===== config.mk =====
export PLATFORM = sky130hd
export DESIGN_NAME = freqcnt_sequencer_flat
export DESIGN_NICKNAME = d
export VERILOG_FILES = /design/src/rtl/freqcnt_pkg.sv /design/src/rtl/freqcnt_sequencer_if.sv /design/src/rtl/freqcnt_timeout.sv /design/src/rtl/freqcnt_sequencer.sv /design/src/flat_wrapper.sv
export SDC_FILE = /design/constraint.sdc
export NUM_CORES = 1
export LEC_CHECK = 0
export CAP_MARGIN = 20
export CORE_MARGIN = 5
export CORE_UTILIZATION = 40
export CTS_BUF_LIST = sky130_fd_sc_hd__clkbuf_4
export DETAILED_ROUTE_END_ITERATION = 7
export HOLD_SLACK_MARGIN = 0.1
export PLACE_DENSITY = 0.65
export SETUP_SLACK_MARGIN = 0.4
export SLEW_MARGIN = 10
export SYNTH_ARGS = -nofsm -noshare
export SYNTH_HDL_FRONTEND = slang
export SYNTH_SLANG_ARGS = --single-unit

===== constraint.sdc =====
create_clock -name Clock -period 4.45 [get_ports Clock]
set_input_delay 1.335 -clock Clock [delete_from_list [all_inputs] [get_ports Clock]]
set_output_delay 1.335 -clock Clock [all_outputs]
set_load 0.1 [all_outputs]

===== src/rtl/freqcnt_pkg.sv =====
// rtl/freqcnt_pkg.sv - register map, state type and error codes for the frequency counter sequencer
package freqcnt_pkg;

   localparam logic [5:0] ADDR_SEL   = 6'h21;
   localparam logic [5:0] ADDR_SMP   = 6'h22;
   localparam logic [5:0] ADDR_START = 6'h2F;
   localparam logic [5:0] ADDR_AVG   = 6'h11;

   localparam int         NUM_WORDS = 9;
   localparam logic [3:0] LAST_WORD = 4'(NUM_WORDS - 1);

   localparam logic [1:0] ERR_NONE    = 2'b00;
   localparam logic [1:0] ERR_TIMEOUT = 2'b01;
   localparam logic [1:0] ERR_ZERO    = 2'b10;

   typedef enum logic [2:0] {
      S_IDLE,
      S_CFG_SEL,
      S_CFG_SMP,
      S_CFG_GO,
      S_WAIT_IRQ,
      S_RD_REQ,
      S_RD_CAP,
      S_RD_OUT
   } state_t;

   // Word 0 is the average, words 1..8 the buffer; they sit contiguously from AVG.
   function automatic logic [5:0] rd_addr(input logic [3:0] k);
      return ADDR_AVG + {2'b00, k};
   endfunction

endpackage


===== src/rtl/freqcnt_sequencer_if.sv =====
// rtl/freqcnt_sequencer_if.sv - command, counter bus and result stream bundle of the sequencer
interface freqcnt_sequencer_if;

   logic        cmd_valid;
   logic        cmd_ready;
   logic [4:0]  cmd_select;
   logic [9:0]  cmd_samples;

   logic [5:0]  fc_addr;
   logic [15:0] fc_wdata;
   logic        fc_cfg_stb;
   logic        fc_rsp_stb;
   logic [15:0] fc_rdata;
   logic        fc_irq;

   logic        res_valid;
   logic        res_ready;
   logic [3:0]  res_index;
   logic [9:0]  res_data;
   logic        res_last;

   logic        busy;
   logic        err;
   logic [1:0]  err_code;

   modport master (
      input  cmd_valid, cmd_select, cmd_samples, fc_rdata, fc_irq, res_ready,
      output cmd_ready, fc_addr, fc_wdata, fc_cfg_stb, fc_rsp_stb,
             res_valid, res_index, res_data, res_last, busy, err, err_code
   );

   modport slave (
      output cmd_valid, cmd_select, cmd_samples, fc_rdata, fc_irq, res_ready,
      input  cmd_ready, fc_addr, fc_wdata, fc_cfg_stb, fc_rsp_stb,
             res_valid, res_index, res_data, res_last, busy, err, err_code
   );

endinterface


===== src/rtl/freqcnt_timeout.sv =====
// rtl/freqcnt_timeout.sv - loadable up-counter flagging expiry at TIMEOUT_CYCLES-1
module freqcnt_timeout #(
   parameter  int TIMEOUT_CYCLES = 1_000_000,
   localparam int TW             = $clog2(TIMEOUT_CYCLES + 1)
) (
   input  logic          Clock,
   input  logic          nReset,
   input  logic          clear_i,
   input  logic          enable_i,
   input  logic          load_i,
   input  logic [TW-1:0] load_value_i,
   output logic          expired_o
);

   localparam logic [TW-1:0] LIMIT = TW'(TIMEOUT_CYCLES - 1);

   logic [TW-1:0] count_q;
   logic [TW-1:0] count_d;

   // Counting stops at the limit so the flag stays up until cleared.
   always_comb begin
      count_d = count_q;
      if (clear_i) begin
         count_d = '0;
      end else if (load_i) begin
         count_d = load_value_i;
      end else if (enable_i && !expired_o) begin
         count_d = count_q + TW'(1);
      end
   end

   always_ff @(posedge Clock or negedge nReset) begin
      if (!nReset) begin
         count_q <= '0;
      end else begin
         count_q <= count_d;
      end
   end

   assign expired_o = (count_q == LIMIT);

endmodule


===== src/rtl/freqcnt_sequencer.sv =====
// rtl/freqcnt_sequencer.sv - runs configure/start/wait/readback on the frequency counter bus
// and streams the nine result words out.
module freqcnt_sequencer
   import freqcnt_pkg::*;
#(
   parameter int TIMEOUT_CYCLES = 1_000_000
) (
   input logic                 Clock,
   input logic                 nReset,
   freqcnt_sequencer_if.master bus
);

   localparam int TW = $clog2(TIMEOUT_CYCLES + 1);

   state_t      state_q;
   logic [9:0]  smp_q;
   logic [3:0]  k_q;
   logic [3:0]  k_d;
   logic        cmd_ready_q;
   logic [5:0]  fc_addr_q;
   logic [15:0] fc_wdata_q;
   logic        fc_cfg_stb_q;
   logic        fc_rsp_stb_q;
   logic        res_valid_q;
   logic [3:0]  res_index_q;
   logic [9:0]  res_data_q;
   logic        res_last_q;
   logic        busy_q;
   logic        err_q;
   logic [1:0]  err_code_q;
   logic        tmo_expired;
   logic [5:0]  unused_rdata;

   assign k_d          = k_q + 4'd1;
   assign unused_rdata = bus.fc_rdata[15:10];

   // Held clear outside WAIT_IRQ so every wait starts counting from zero.
   freqcnt_timeout #(
      .TIMEOUT_CYCLES(TIMEOUT_CYCLES)
   ) u_timeout (
      .Clock       (Clock),
      .nReset      (nReset),
      .clear_i     (state_q != S_WAIT_IRQ),
      .enable_i    (state_q == S_WAIT_IRQ),
      .load_i      (1'b0),
      .load_value_i({TW{1'b0}}),
      .expired_o   (tmo_expired)
   );

   // All bus outputs are registered with the state, so each strobe lines up with its state.
   always_ff @(posedge Clock or negedge nReset) begin
      if (!nReset) begin
         state_q      <= S_IDLE;
         smp_q        <= '0;
         k_q          <= '0;
         cmd_ready_q  <= 1'b1;
         fc_addr_q    <= '0;
         fc_wdata_q   <= '0;
         fc_cfg_stb_q <= 1'b0;
         fc_rsp_stb_q <= 1'b0;
         res_valid_q  <= 1'b0;
         res_index_q  <= '0;
         res_data_q   <= '0;
         res_last_q   <= 1'b0;
         busy_q       <= 1'b0;
         err_q        <= 1'b0;
         err_code_q   <= ERR_NONE;
      end else begin
         fc_cfg_stb_q <= 1'b0;
         fc_rsp_stb_q <= 1'b0;
         fc_addr_q    <= '0;
         fc_wdata_q   <= '0;
         err_q        <= 1'b0;

         case (state_q)
            S_IDLE: begin
               if (bus.cmd_valid && cmd_ready_q) begin
                  smp_q      <= bus.cmd_samples;
                  k_q        <= '0;
                  err_code_q <= ERR_NONE;
                  if (bus.cmd_samples == '0) begin
                     err_q      <= 1'b1;
                     err_code_q <= ERR_ZERO;
                  end else begin
                     state_q      <= S_CFG_SEL;
                     cmd_ready_q  <= 1'b0;
                     busy_q       <= 1'b1;
                     fc_cfg_stb_q <= 1'b1;
                     fc_addr_q    <= ADDR_SEL;
                     fc_wdata_q   <= {11'b0, bus.cmd_select};
                  end
               end
            end

            S_CFG_SEL: begin
               state_q      <= S_CFG_SMP;
               fc_cfg_stb_q <= 1'b1;
               fc_addr_q    <= ADDR_SMP;
               fc_wdata_q   <= {6'b0, smp_q};
            end

            S_CFG_SMP: begin
               state_q      <= S_CFG_GO;
               fc_cfg_stb_q <= 1'b1;
               fc_addr_q    <= ADDR_START;
            end

            S_CFG_GO: begin
               state_q <= S_WAIT_IRQ;
            end

            S_WAIT_IRQ: begin
               if (bus.fc_irq) begin
                  state_q      <= S_RD_REQ;
                  k_q          <= '0;
                  fc_rsp_stb_q <= 1'b1;
                  fc_addr_q    <= rd_addr(4'd0);
               end else if (tmo_expired) begin
                  state_q     <= S_IDLE;
                  cmd_ready_q <= 1'b1;
                  busy_q      <= 1'b0;
                  err_q       <= 1'b1;
                  err_code_q  <= ERR_TIMEOUT;
               end
            end

            S_RD_REQ: begin
               state_q <= S_RD_CAP;
            end

            S_RD_CAP: begin
               state_q     <= S_RD_OUT;
               res_valid_q <= 1'b1;
               res_data_q  <= bus.fc_rdata[9:0];
               res_index_q <= k_q;
               res_last_q  <= (k_q == LAST_WORD);
            end

            S_RD_OUT: begin
               if (bus.res_ready) begin
                  res_valid_q <= 1'b0;
                  if (k_q == LAST_WORD) begin
                     state_q     <= S_IDLE;
                     cmd_ready_q <= 1'b1;
                     busy_q      <= 1'b0;
                  end else begin
                     state_q      <= S_RD_REQ;
                     k_q          <= k_d;
                     fc_rsp_stb_q <= 1'b1;
                     fc_addr_q    <= rd_addr(k_d);
                  end
               end
            end

            default: begin
               state_q     <= S_IDLE;
               cmd_ready_q <= 1'b1;
               busy_q      <= 1'b0;
               res_valid_q <= 1'b0;
            end
         endcase
      end
   end

   assign bus.cmd_ready  = cmd_ready_q;
   assign bus.fc_addr    = fc_addr_q;
   assign bus.fc_wdata   = fc_wdata_q;
   assign bus.fc_cfg_stb = fc_cfg_stb_q;
   assign bus.fc_rsp_stb = fc_rsp_stb_q;
   assign bus.res_valid  = res_valid_q;
   assign bus.res_index  = res_index_q;
   assign bus.res_data   = res_data_q;
   assign bus.res_last   = res_last_q;
   assign bus.busy       = busy_q;
   assign bus.err        = err_q;
   assign bus.err_code   = err_code_q;

endmodule


===== src/flat_wrapper.sv =====
// flat-port wrapper written by rule: the top's interface ports become plain ports
module freqcnt_sequencer_flat import freqcnt_pkg::*;
#(
   parameter int TIMEOUT_CYCLES = 1_000_000
)
  (Clock, nReset, bus_cmd_valid, bus_cmd_select, bus_cmd_samples, bus_fc_rdata, bus_fc_irq, bus_res_ready, bus_cmd_ready, bus_fc_addr, bus_fc_wdata, bus_fc_cfg_stb, bus_fc_rsp_stb, bus_res_valid, bus_res_index, bus_res_data, bus_res_last, bus_busy, bus_err, bus_err_code);
  freqcnt_sequencer_if bus_i ();
  input logic Clock;
  input logic nReset;
  input wire logic [$bits(bus_i.cmd_valid)-1:0] bus_cmd_valid;
  input wire logic [$bits(bus_i.cmd_select)-1:0] bus_cmd_select;
  input wire logic [$bits(bus_i.cmd_samples)-1:0] bus_cmd_samples;
  input wire logic [$bits(bus_i.fc_rdata)-1:0] bus_fc_rdata;
  input wire logic [$bits(bus_i.fc_irq)-1:0] bus_fc_irq;
  input wire logic [$bits(bus_i.res_ready)-1:0] bus_res_ready;
  output wire logic [$bits(bus_i.cmd_ready)-1:0] bus_cmd_ready;
  output wire logic [$bits(bus_i.fc_addr)-1:0] bus_fc_addr;
  output wire logic [$bits(bus_i.fc_wdata)-1:0] bus_fc_wdata;
  output wire logic [$bits(bus_i.fc_cfg_stb)-1:0] bus_fc_cfg_stb;
  output wire logic [$bits(bus_i.fc_rsp_stb)-1:0] bus_fc_rsp_stb;
  output wire logic [$bits(bus_i.res_valid)-1:0] bus_res_valid;
  output wire logic [$bits(bus_i.res_index)-1:0] bus_res_index;
  output wire logic [$bits(bus_i.res_data)-1:0] bus_res_data;
  output wire logic [$bits(bus_i.res_last)-1:0] bus_res_last;
  output wire logic [$bits(bus_i.busy)-1:0] bus_busy;
  output wire logic [$bits(bus_i.err)-1:0] bus_err;
  output wire logic [$bits(bus_i.err_code)-1:0] bus_err_code;
  assign bus_i.cmd_valid = bus_cmd_valid;
  assign bus_i.cmd_select = bus_cmd_select;
  assign bus_i.cmd_samples = bus_cmd_samples;
  assign bus_i.fc_rdata = bus_fc_rdata;
  assign bus_i.fc_irq = bus_fc_irq;
  assign bus_i.res_ready = bus_res_ready;
  assign bus_cmd_ready = bus_i.cmd_ready;
  assign bus_fc_addr = bus_i.fc_addr;
  assign bus_fc_wdata = bus_i.fc_wdata;
  assign bus_fc_cfg_stb = bus_i.fc_cfg_stb;
  assign bus_fc_rsp_stb = bus_i.fc_rsp_stb;
  assign bus_res_valid = bus_i.res_valid;
  assign bus_res_index = bus_i.res_index;
  assign bus_res_data = bus_i.res_data;
  assign bus_res_last = bus_i.res_last;
  assign bus_busy = bus_i.busy;
  assign bus_err = bus_i.err;
  assign bus_err_code = bus_i.err_code;
  freqcnt_sequencer #(.TIMEOUT_CYCLES(TIMEOUT_CYCLES)) u_core (.Clock(Clock), .nReset(nReset), .bus(bus_i));
endmodule

==> flow_metrics.tcl <==
set metrics [dict create \
    pwr_density_cell_nw_per_um2 632 \
    min_path_type "flop to flop" \
    cts_tree "built" \
    synth_area_per_cell_sq_um 11.1 \
    drt-pass1-iter-count 4 \
    grt_overflow_total 0 \
    synthTopCellsByCount "75 x dfrtp_1, 29 x nand2_1, 24 x mux2_2" \
    synth.most_common_cell "dfrtp_1" \
    std_cell_rows 34 \
    slowest_delay_ns 1.15 \
    netlist.area_leader.share_pct 53.4 \
    die_w_microns 104 \
    antenna_found_initial 1 \
    synth_ff_type "dfrtp_1" \
    ys_ff_latch 76 \
    layout_min_cycle_time_ns 3.48 \
    cap_violations 0 \
    track_usage_pct 14.8 \
    synth_area_leaders "dfrtp_1 53%, mux2_2 7.7%, nand2_1 3.1%" \
    cp_top_family "buffers and inverters" \
    clk_pin_slew_ns 0.13 \
    synthesis.area_sq_um 3510 \
    synth_edf_count 0 \
    wl_mm 7.73 \
    worstSetupEndpointType "primary output" \
    worst_path_max_delay_cell "clkdlybuf4s50_1" \
    start_util_pct 40.7 \
    drcViolationCount 0 \
    max_freq_ghz 0.288 \
    cts_buffer_depth 2 \
    root_buffer "clkbuf_4" \
    path_class "flop to primary output" \
    clock_latency_ns 0.42 \
    post_cts_resized 0 \
    viasPerCell 5.30 \
    critPathCapture "bus_cmd_ready" \
    rsz0062_at_grt "false" \
    worst_r2r_path_depth 4 \
    critPathRequiredTime_ns 3.12 \
    fin_nets 420 \
    coreArea_sq_um 8640 \
    async_flop_share_pct 100 \
    crit_fanout 5 \
    cp-start-kind "flop" \
    status "finished, final reports clean" \
    first_global_vias 2704 \
    ant_nets 0 \
    vdd.ir_drop.worst_uv 616 \
    cts_hold_buf 0 \
    ys_warn_count 0 \
    setup_viol 0 \
    crit_chain "clkdlybuf4s50_1" \
    grt_pass1_wl_mm 13.2 \
    synthToLayoutAreaGrowth_pct 25.6 \
    grt_start_max_net_pins 77 \
    rr_endpoint "u_core.bus.busy" \
    finalSetupTns_ns 0 \
    die_h_microns 104 \
    wl_per_cell_microns 15.7 \
    worstMarginPinSlew_ns 0.995 \
    drt_iter0_markers 183 \
    slew_headroom_pct 33.4 \
    timing.final.crit_share_pct 78.1 \
    crit_start "u_core.bus.cmd_ready" \
    yosysTopAreaCell "dfrtp_1" \
    drive_above_1_share_pct 14.3 \
    synth.distinct_cells 54 \
    whs_ns 0.477 \
    drv_slew 0 \
    hold_viol 0 \
    numPortBuffers 68 \
    finClkSkew_ns 0.0193 \
    numCtsBuffers 9 \
    rrSetupSlack_ns 2.25 \
    dp_hpwl_mm 5.36 \
    synth_cells 317 \
    worst_r2r_startpoint "u_core.u_timeout.count_q[7]" \
    cts.sinks 76 \
    crit_buf_inv 1 \
    cp_data_arrival_time_ns 2.14 \
    power.total_mw 2.79 \
    place_congestion 0.786 \
    num_io_pins 81 \
    dieArea_sq_um 10800 \
    post_cts_buffers 0 \
    htree_levels 3 \
    path_depth 1 \
    leakagePower_nw 1.87 \
    dr_total_vias 2620 \
    synth-seq-area-share_pct 54.2 \
]
-- cells by family after synthesis --
| logic type | count (synthesis) | synth area share (%) |
|---|---|---|
| multiplexers | 26 | 8.27 |
| AO/OA/AOI/OAI | 61 | 11.9 |
| buffers and inverters | 26 | 3.46 |
| XOR/XNOR | 8 | 2.00 |
| AND/OR/NAND/NOR | 115 | 18.7 |
| adder cells (fa/ha/maj) | 4 | 1.43 |
| flip-flops | 76 | 54.2 |
| other | 1 | 0.107 |
-- flip-flops by register name, indices dropped and copies added, names as in the netlist, 3 cells and up --
register                  flops
u_core.bus.res_index          4
u_core.smp_q                 10
u_core.bus.fc_addr            6
u_core.state_q                3
u_core.bus.res_data          10
u_core.u_timeout.count_q     20
u_core.k_q                    4
u_core.bus.fc_wdata          10
-- worst min path at each step --
stage                                    start                      to  slack (ns)  cells past startpoint
after floorplan                u_core.smp_q[5]  u_core.bus.fc_wdata[5]        0.45                      1
after global placement         u_core.smp_q[8]  u_core.bus.fc_wdata[8]        0.46                      1
after detailed placement  u_core.bus.res_valid    u_core.bus.res_valid        0.47                      2
after CTS                      u_core.smp_q[9]  u_core.bus.fc_wdata[9]        0.48                      1
after global routing           u_core.smp_q[9]  u_core.bus.fc_wdata[9]        0.52                      1
final                          u_core.smp_q[9]  u_core.bus.fc_wdata[9]        0.48                      1
-- per-layer routing --
metal  share of wire [%]  wire, microns  GRT usage [%]
met5                   0              0              0
met4                 1.2             95           4.72
met3                 6.3            491           5.29
met2                  46           3570           22.5
met1                  46           3580           19.8
-- power by group --
part / internal (mW) / leakage, nW / switching [mW]
Clock: 0.234 / 0.0826 / 0.254
Combinational: 0.363 / 0.783 / 1.01
Sequential: 0.830 / 1.00 / 0.0981
-- cell usage in the layout (no fill, tap or decap), types with 4 or more instances in the layout --
cell / instances
nand2b_1: 4
nand2_1: 29
xor2_1: 7
inv_1: 4
dfrtp_1: 75
nand3_1: 11
and2_1: 8
a22o_1: 8
clkbuf_4: 10
a21oi_1: 15
conb_1: 6
o21ai_0: 14
ha_1: 4
or4_1: 8
nor2_1: 15
nand4_1: 7
o31ai_1: 7
mux2_2: 24
and3_1: 6
clkdlybuf4s50_1: 67
-- stage by stage --
step	cell area (sq um)	utilization, %	setup slack, ns	cells
2_1_floorplan	3530	-	1.98	322
3_3_place_gp	4250	49.2	1.29	477
3_5_place_dp	4250	49.2	1.27	477
4_1_cts	4410	51.1	0.934	493
5_1_grt	4410	51.1	0.888	494
6_report	4410	51.1	0.973	494
-- final cells by class --
class / count / area, sq um
clock buffers: 10 / 75.1
repair buffers: 69 / 686
fillers: 798 / 4220
inverters: 4 / 15.0
well taps: 108 / 135
flip-flops and latches: 76 / 1900
multi-input cells: 220 / 1510
diodes: 1 / 2.50
clock inverters: 6 / 88.8
(Power assumes the default switching activity.)
